$ cat src/rtl/fixed_order_select_ctrl_if.sv
// fixed_order_select_ctrl_if
// Bundles the framer, encoder-bank and result signals of the fixed-order
// selection controller.
//   master : sample source / encoder bank / result consumer side
//   slave  : the controller
// Signals:
//   start, block_size       block request (block_size latched on accepted start)
//   sample, valid, ready    sample handshake from the framer
//   enc_reset, enc_enable,  encoder bank control and data
//   enc_sample
//   residuals               encoder outputs, order o at [16o+15:16o]
//   busy, done              status; done is a one-cycle pulse
//   best_order, best_sum    selected order and its |residual| total
interface fixed_order_select_ctrl_if #(
  parameter int NUM_ORDERS = 5,
  parameter int SUM_W      = 32
);
  logic                      start;
  logic [15:0]               block_size;
  logic signed [15:0]        sample;
  logic                      valid;
  logic                      ready;
  logic                      enc_reset;
  logic                      enc_enable;
  logic signed [15:0]        enc_sample;
  logic [16*NUM_ORDERS-1:0]  residuals;
  logic                      busy;
  logic                      done;
  logic [2:0]                best_order;
  logic [SUM_W-1:0]          best_sum;

  modport master (
    output start, block_size, sample, valid, residuals,
    input  ready, enc_reset, enc_enable, enc_sample, busy, done,
           best_order, best_sum
  );

  modport slave (
    input  start, block_size, sample, valid, residuals,
    output ready, enc_reset, enc_enable, enc_sample, busy, done,
           best_order, best_sum
  );
endinterface

$ cat src/rtl/fixed_order_select_ctrl.sv
// fixed_order_select_ctrl
// Runs one block of samples through the fixed-predictor encoder bank
// (orders 0..NUM_ORDERS-1), flushes the encoder pipeline, accumulates
// |residual| per order with latency alignment and warm-up exclusion, then
// picks the cheapest order (ties go to the lower order).
// Ports:
//   clk    rising-edge clock
//   rst_n  asynchronous active-low reset
//   bus    fixed_order_select_ctrl_if.slave (see interface header)
// Build option:
//   FIXED_SEL_SATURATE_EN  accumulators saturate at 2^SUM_W-1 instead of
//                          wrapping modulo 2^SUM_W.
//
// state  | meaning
// IDLE   | waiting for start
// CLEAR  | encoder reset, counters and accumulators cleared
// FILL   | accepting the block's samples
// FLUSH  | LATENCY zero-sample enables to drain the encoder pipeline
// SELECT | one order compared per cycle, ascending
// DONE   | result pulse
module fixed_order_select_ctrl #(
  parameter int LATENCY    = 8,
  parameter int NUM_ORDERS = 5,
  parameter int SUM_W      = 32
) (
  input logic                      clk,
  input logic                      rst_n,
  fixed_order_select_ctrl_if.slave bus
);

  localparam int ADD_W = ((SUM_W > 17) ? SUM_W : 17) + 1;

  typedef enum logic [2:0] {
    S_IDLE, S_CLEAR, S_FILL, S_FLUSH, S_SELECT, S_DONE
  } state_t;

  state_t state, state_nxt;

  logic [15:0]      n_lat;
  logic [16:0]      en_cnt;
  logic [15:0]      smp_cnt;
  logic [7:0]       flush_cnt;
  logic [2:0]       sel_idx;
  logic [2:0]       cur_order;
  logic [SUM_W-1:0] cur_sum;
  logic [2:0]       best_order_q;
  logic [SUM_W-1:0] best_sum_q;

  logic [SUM_W-1:0] acc     [NUM_ORDERS];
  logic [SUM_W-1:0] acc_sum [NUM_ORDERS];
  logic             acc_hit [NUM_ORDERS];

  logic             accept;
  logic             last_accept;
  logic             flush_tc;
  logic             select_last;
  logic [SUM_W-1:0] sel_acc;
  logic             sel_ok;
  logic [2:0]       best_order_nxt;
  logic [SUM_W-1:0] best_sum_nxt;

  assign accept      = (state == S_FILL) && bus.valid;
  assign last_accept = accept && (smp_cnt == n_lat - 16'd1);
  assign flush_tc    = (flush_cnt == 8'd0);
  assign select_last = (sel_idx == 3'(NUM_ORDERS - 1));

  // ---------------- state register ----------------
  always_ff @(posedge clk or negedge rst_n) begin
    if (!rst_n) state <= S_IDLE;
    else        state <= state_nxt;
  end

  // ---------------- next state ----------------
  always_comb begin
    state_nxt = state;
    case (state)
      S_IDLE:   if (bus.start) state_nxt = S_CLEAR;
      S_CLEAR:  state_nxt = (n_lat == 16'd0) ? S_SELECT : S_FILL;
      S_FILL:   if (last_accept) state_nxt = S_FLUSH;
      S_FLUSH:  if (flush_tc) state_nxt = S_SELECT;
      S_SELECT: if (select_last) state_nxt = S_DONE;
      S_DONE:   state_nxt = S_IDLE;
      default:  state_nxt = S_IDLE;
    endcase
  end

  // ---------------- outputs ----------------
  always_comb begin
    bus.ready      = (state == S_FILL);
    bus.enc_reset  = (state == S_CLEAR);
    bus.enc_enable = accept || (state == S_FLUSH);
    bus.enc_sample = accept ? bus.sample : 16'sd0;
    bus.busy       = (state != S_IDLE);
    bus.done       = (state == S_DONE);
    bus.best_order = best_order_q;
    bus.best_sum   = best_sum_q;
  end

  // ---------------- per-order |residual| accumulation ----------------
  // An enable with pre-increment count n presents the residual of sample
  // k = n - LATENCY; only k in [o, N-1] is a real, warmed-up residual.
  for (genvar o = 0; o < NUM_ORDERS; o++) begin : g_acc
    logic [16:0]      ext;
    logic [16:0]      mag;
    logic [ADD_W-1:0] sum_full;

    assign ext      = {bus.residuals[16*o+15], bus.residuals[16*o +: 16]};
    assign mag      = ext[16] ? (~ext + 17'd1) : ext;
    assign sum_full = ADD_W'(acc[o]) + ADD_W'(mag);
    assign acc_hit[o] = (en_cnt >= 17'(LATENCY + o)) &&
                        (en_cnt < ({1'b0, n_lat} + 17'(LATENCY)));
`ifdef FIXED_SEL_SATURATE_EN
    assign acc_sum[o] = (|sum_full[ADD_W-1:SUM_W]) ? {SUM_W{1'b1}}
                                                    : sum_full[SUM_W-1:0];
`else
    logic unused_carry;
    assign unused_carry = ^sum_full[ADD_W-1:SUM_W];
    assign acc_sum[o]   = sum_full[SUM_W-1:0];
`endif
  end

  // ---------------- selection compare ----------------
  always_comb begin
    sel_acc = acc[0];
    for (int o = 0; o < NUM_ORDERS; o++) begin
      if (sel_idx == 3'(o)) sel_acc = acc[o];
    end
    sel_ok         = ({13'd0, sel_idx} < n_lat);
    best_order_nxt = cur_order;
    best_sum_nxt   = cur_sum;
    // order 0 seeds the search unconditionally, so an empty block gives 0/0
    if (sel_idx == 3'd0) begin
      best_order_nxt = 3'd0;
      best_sum_nxt   = acc[0];
    end else if (sel_ok && (sel_acc < cur_sum)) begin
      best_order_nxt = sel_idx;
      best_sum_nxt   = sel_acc;
    end
  end

  // ---------------- datapath registers ----------------
  always_ff @(posedge clk or negedge rst_n) begin
    if (!rst_n) begin
      n_lat        <= '0;
      en_cnt       <= '0;
      smp_cnt      <= '0;
      flush_cnt    <= '0;
      sel_idx      <= '0;
      cur_order    <= '0;
      cur_sum      <= '0;
      best_order_q <= '0;
      best_sum_q   <= '0;
      for (int o = 0; o < NUM_ORDERS; o++) acc[o] <= '0;
    end else begin
      if ((state == S_IDLE) && bus.start) n_lat <= bus.block_size;

      if (state == S_CLEAR) begin
        en_cnt       <= '0;
        smp_cnt      <= '0;
        flush_cnt    <= 8'(LATENCY - 1);
        sel_idx      <= '0;
        cur_order    <= '0;
        cur_sum      <= '0;
        best_order_q <= '0;
        best_sum_q   <= '0;
        for (int o = 0; o < NUM_ORDERS; o++) acc[o] <= '0;
      end else begin
        if (bus.enc_enable) en_cnt <= en_cnt + 17'd1;
        if (accept) smp_cnt <= smp_cnt + 16'd1;
        if (state == S_FLUSH) flush_cnt <= flush_cnt - 8'd1;
        for (int o = 0; o < NUM_ORDERS; o++) begin
          if (bus.enc_enable && acc_hit[o]) acc[o] <= acc_sum[o];
        end
        if (state == S_SELECT) begin
          sel_idx   <= sel_idx + 3'd1;
          cur_order <= best_order_nxt;
          cur_sum   <= best_sum_nxt;
          if (select_last) begin
            best_order_q <= best_order_nxt;
            best_sum_q   <= best_sum_nxt;
          end
        end
      end
    end
  end

endmodule
$ cat src/flat_wrapper.sv
// flat-port wrapper written by rule: the top's interface ports become plain ports
module fixed_order_select_ctrl_flat 
#(
  parameter int LATENCY    = 8,
  parameter int NUM_ORDERS = 5,
  parameter int SUM_W      = 32
)
  (clk, rst_n, bus_start, bus_block_size, bus_sample, bus_valid, bus_residuals, bus_ready, bus_enc_reset, bus_enc_enable, bus_enc_sample, bus_busy, bus_done, bus_best_order, bus_best_sum);
  fixed_order_select_ctrl_if #(.NUM_ORDERS(NUM_ORDERS), .SUM_W(SUM_W)) bus_i ();
  input logic clk;
  input logic rst_n;
  input wire logic [$bits(bus_i.start)-1:0] bus_start;
  input wire logic [$bits(bus_i.block_size)-1:0] bus_block_size;
  input wire logic [$bits(bus_i.sample)-1:0] bus_sample;
  input wire logic [$bits(bus_i.valid)-1:0] bus_valid;
  input wire logic [$bits(bus_i.residuals)-1:0] bus_residuals;
  output wire logic [$bits(bus_i.ready)-1:0] bus_ready;
  output wire logic [$bits(bus_i.enc_reset)-1:0] bus_enc_reset;
  output wire logic [$bits(bus_i.enc_enable)-1:0] bus_enc_enable;
  output wire logic [$bits(bus_i.enc_sample)-1:0] bus_enc_sample;
  output wire logic [$bits(bus_i.busy)-1:0] bus_busy;
  output wire logic [$bits(bus_i.done)-1:0] bus_done;
  output wire logic [$bits(bus_i.best_order)-1:0] bus_best_order;
  output wire logic [$bits(bus_i.best_sum)-1:0] bus_best_sum;
  assign bus_i.start = bus_start;
  assign bus_i.block_size = bus_block_size;
  assign bus_i.sample = bus_sample;
  assign bus_i.valid = bus_valid;
  assign bus_i.residuals = bus_residuals;
  assign bus_ready = bus_i.ready;
  assign bus_enc_reset = bus_i.enc_reset;
  assign bus_enc_enable = bus_i.enc_enable;
  assign bus_enc_sample = bus_i.enc_sample;
  assign bus_busy = bus_i.busy;
  assign bus_done = bus_i.done;
  assign bus_best_order = bus_i.best_order;
  assign bus_best_sum = bus_i.best_sum;
  fixed_order_select_ctrl #(.LATENCY(LATENCY), .NUM_ORDERS(NUM_ORDERS), .SUM_W(SUM_W)) u_core (.clk(clk), .rst_n(rst_n), .bus(bus_i));
endmodule
$ cat config.mk
export PLATFORM = sky130hd
export DESIGN_NAME = fixed_order_select_ctrl_flat
export DESIGN_NICKNAME = d
export VERILOG_FILES = /design/src/rtl/fixed_order_select_ctrl_if.sv /design/src/rtl/fixed_order_select_ctrl.sv /design/src/flat_wrapper.sv
export SDC_FILE = /design/constraint.sdc
export NUM_CORES = 1
export LEC_CHECK = 0
export ABC_AREA = 0
export ABC_CLOCK_PERIOD_IN_PS = 5000
export CORE_MARGIN = 2
export CORE_UTILIZATION = 41
export CTS_BUF_LIST = sky130_fd_sc_hd__clkbuf_2
export CTS_CLUSTER_DIAMETER = 60
export DETAILED_ROUTE_END_ITERATION = 12
export PLACE_DENSITY = 0.7
export SLEW_MARGIN = 25
export SYNTH_ARGS = -nofsm -noshare
export SYNTH_HDL_FRONTEND = slang
export SYNTH_SLANG_ARGS = --single-unit
$ cat constraint.sdc
create_clock -name clk -period 5 [get_ports clk]
set_input_delay 1 -clock clk [delete_from_list [all_inputs] [get_ports clk]]
set_output_delay 1 -clock clk [all_outputs]
set_load 0.01 [all_outputs]
==> out/metrics.yaml <==
initial_core_util_pct: 41.5
cellPowerDensity_mw_per_mm2: 498
rsz0062_at_grt: "no"
p_seq_share_pct: 28.0
postSynthAreaPerCell_um2: 8.20
cp.required_ns: 5.83
worst_pin_slew_ns: 0.908
placement_rows: 84
worstSetupStartpoint: "u_core.sel_idx[0]$_DFFE_PN0P_"
r2r_end: "u_core.bus.best_sum[18]$_DFFE_PN0P_"
setup_violations: 0
swShare_pct: 49.3
drt-initial-drc-count: 1604
synthMuxAreaShare_pct: 2.42
p_leak_nw: 11.4
grtUsageTotal_pct: 23.0
cp_data_arrival_time_ns: 5.55
nNetsFinal: 3130
post-route-min-period_ns: 4.72
coreArea_mm2: 0.0527
rrSetupSlack_ns: 0.28
hold_slack_ns: 0.479
reg2reg_depth: 19
crit_path_end: "u_core.bus.best_sum[18]$_DFFE_PN0P_"
synth-seq-cells: 293
clockBufferDepth: 3
p_sw_mw: 6.22
areaGrowthSynthToFinish_pct: 16.0
routed_wl_mm: 65.5
dieArea_mm2: 0.0552
routabilityCongestion: 0.939
synth_seq_area_share_pct: 33.5
cp-end-kind: "flop"
cts-buffers-inserted: 82
tns_ns: 0
max_slew_margin_pct: 39.2
synth_compound_area_share_pct: 20.2
synth_adder_area_share_pct: 9.22
viasPerCell: 5.64
async_flop_share_pct: 100
vias: 20335
clockPowerShare_pct: 16.0
fin_crit_sh_pct: 94.3
path_clk_slew_ns: 0.11
numPortBuffers: 171
num-fill-cells: 5071
grt_pass1_vias: 19461
die_x_um: 235
drt-pass1-iter-count: 5
worst_clock_skew_ns: 0.109
synth-warning-count: 0
detail_route.wl_per_cell_um: 18.2
cts_root_buf: "clkbuf_2"
fmax_mhz: 212
finalHoldViolations: 0
synth_top_family_by_area: "compound AO/OA/AOI/OAI gates"
ant_nets: 0
syn_area_mm2: 0.0219
synth_cell_types: 87
r2r-start: "u_core.sel_idx[0]$_DFFE_PN0P_"
startpoint_type: "flop"
antenna_found_initial: 4
synth-simple-area-share_pct: 20.1
grt_pass1_wl_mm: 104
path_max_fanout: 30
die_h_um: 235
synth_edf_count: 0
finalMaxSlewViolations: 0
grt_start_max_net_pins: 93
cts_tree: "done"
cap_violations: 0
ir_drop_v: 0.00143
drc: 0
synth_xor_area_share_pct: 9.90
p_comb_share_pct: 55.9
clk_latency_ns: 1.06
status: "complete, no violations"
worstSetupPathType: "reg2reg"
grt_remaining_overflow: 0
synth_ff_type: "dfrtp_1"
hold_path.class: "reg2reg"
post_dp_cell_area_mm2: 0.0244
clock-sinks: 293
internal_power_mw: 6.40
layout-drive-gt1-share_pct: 8.20
h-tree-depth: 3
io_pins: 172
syn_inst: 2664
design_area_mm2: 0.0253
dp_hpwl_mm: 49.7
[logic make-up after synthesis]
| group | Yosys count |
|---|---|
| buffers and inverters | 258 |
| and+or+nand+nor | 914 |
| other | 1 |
| muxes | 50 |
| AOI/OAI and AO/OA | 743 |
| adders and majority gates | 158 |
| DFF | 293 |
| xor gates and xnor gates | 247 |
[power by group through the flow]
stage               clock (mW)  sequential [mW]  combinational (mW)
finish                    2.02             3.54                7.06
global route              2.21             3.59                7.82
CTS                       2.08             3.52                6.97
detailed placement           0             3.56                6.93
global placement             0             3.54                6.82
floorplan                    0             3.17                5.07
[critical path: stages, from the launching register on]
cell	delay [ns]
dfrtp_1	0.49
inv_1	0.19
ha_1	0.42
nor2b_2	0.56
nor2_1	0.10
a21oi_1	0.19
o211ai_1	0.14
o21ai_0	0.24
inv_1	0.09
ha_1	0.33
nand4_1	0.12
nor3_1	0.34
nand4_1	0.19
nor3_1	0.21
a22oi_1	0.14
nand2_2	0.12
buf_12	0.19
nor2_1	0.08
a21oi_1	0.30
o21ai_1	0.09
[timing repair]
action                                 4_1_cts  5_1_grt
endpoints found under the hold margin       45        0
gates resized for setup                      0        1
buffers inserted                             0        1
setup endpoints to repair                    0       19
hold buffers                                 1        0
[synthesized netlist by cell type, types with 5 or more instances]
cell type    n  share of area, %
mux2i_1     37               1.7
xor2_1     106               4.2
a211oi_1    14              0.48
buf_1       19              0.33
a22o_1       5              0.20
a22oi_1      7              0.24
nor2b_1     18              0.52
nand2_1    245               4.2
a21o_1      38               1.3
fa_1         5              0.46
nor2_1     264               4.5
a31oi_1      9              0.26
or2_2        5              0.14
and3_1      48               1.4
o21ai_1     89               2.0
o211ai_1    42               1.4
o31ai_1     33               1.1
o21bai_1    13              0.45
mux2_2      12              0.62
nand2b_1    22              0.63
dfrtp_1    293                34
o41ai_1     13              0.52
inv_1      130               2.2
and4_1       7              0.28
nand3_1    143               3.3
nor3b_1      6              0.21
buf_2       18              0.41
o21ai_0    255               5.8
nand4_1     34              0.97
o21a_1      18              0.62
a211o_1      8              0.32
a21oi_1    162               3.7
ha_1       153               8.8
nor4_1      12              0.34
xnor2_1    141               5.6
or4_1       13              0.45
clkbuf_1    88               1.5
and2_1      15              0.43
nor3_1      33              0.76
or3_1       22              0.63
[through the flow]
stage	util (%)	worst slack [ns]	cells	total power [mW]
after global placement	46.4	0.107	3457	10.4
after detailed placement	46.4	0.0334	3457	10.5
after CTS	48.1	0.295	3602	12.6
final	48.1	0.283	3606	12.6
after floorplan	-	0.632	2668	8.24
after global routing	48.1	0.0288	3605	13.6
[registers in the layout, summed over array words and instances (netlist names)]
signal                 count
u_core.bus.best_sum       32
u_core.acc               160
u_core.n_lat              16
u_core.smp_cnt            16
u_core.cur_sum            32
u_core.bus.best_order      3
u_core.sel_idx             3
u_core.cur_order           3
u_core.state               3
u_core.en_cnt             17
u_core.flush_cnt           8
[metal layers]
layer | vias to the layer above | GRT usage (%) | share of wire (%)
li1 | 9855 | - | -
met1 | 9739 | 31.6 | 45
met2 | 607 | 36.0 | 45
met3 | 128 | 4.21 | 6.5
met4 | 6 | 8.53 | 2.9
met5 | - | 0 | 0.070
[cell usage in the layout (no fill, tap or decap), drive strengths merged, types with 6 or more instances in the layout]
cell type and count:
a211o 8, a211oi 18, a21o 38, a21oi 163, a22oi 7, a31oi 9, and2 15, and3 49
and4 7, buf 59, bufinv 6, clkbuf 113, clkdlybuf4s50 170, clkinv 25, dfrtp 293, ha 153
inv 131, mux2 12, mux2i 37, nand2 246, nand2b 22, nand3 143, nand4 34, nor2 264
nor2b 19, nor3 36, nor3b 7, nor4 15, o211ai 43, o21a 18, o21ai 344, o21bai 13
o31ai 34, o41ai 14, or2 6, or3 23, or4 14, xnor2 141, xor2 106
[cell type report]
class	count	area [µm²]	share of cell area, %
multi-input combinational	2118	13600	53.6
sequential	293	7330	28.9
timing repair buffer	230	2220	8.78
tap	688	861	3.40
clock buffer	113	566	2.23
inverter	131	492	1.94
clock inverter	31	283	1.12
antenna	2	5.00	0.0197
[worst min path at each step]
stage / startpoint / to / slack [ns] / cells past startpoint
6_report: u_core.bus.best_order[2]$_DFFE_PN0P_ / u_core.bus.best_order[2]$_DFFE_PN0P_ / 0.48 / 2
5_1_grt: bus_block_size[1] / u_core.n_lat[1]$_DFFE_PN0P_ / 0.48 / 3
4_1_cts: bus_block_size[1] / u_core.n_lat[1]$_DFFE_PN0P_ / 0.45 / 3
3_5_place_dp: u_core.bus.best_order[2]$_DFFE_PN0P_ / u_core.bus.best_order[2]$_DFFE_PN0P_ / 0.46 / 2
3_3_place_gp: u_core.bus.best_order[2]$_DFFE_PN0P_ / u_core.bus.best_order[2]$_DFFE_PN0P_ / 0.46 / 2
2_1_floorplan: u_core.acc[84]$_DFFE_PN0P_ / u_core.acc[84]$_DFFE_PN0P_ / 0.46 / 1
(Power assumes the default switching activity.)
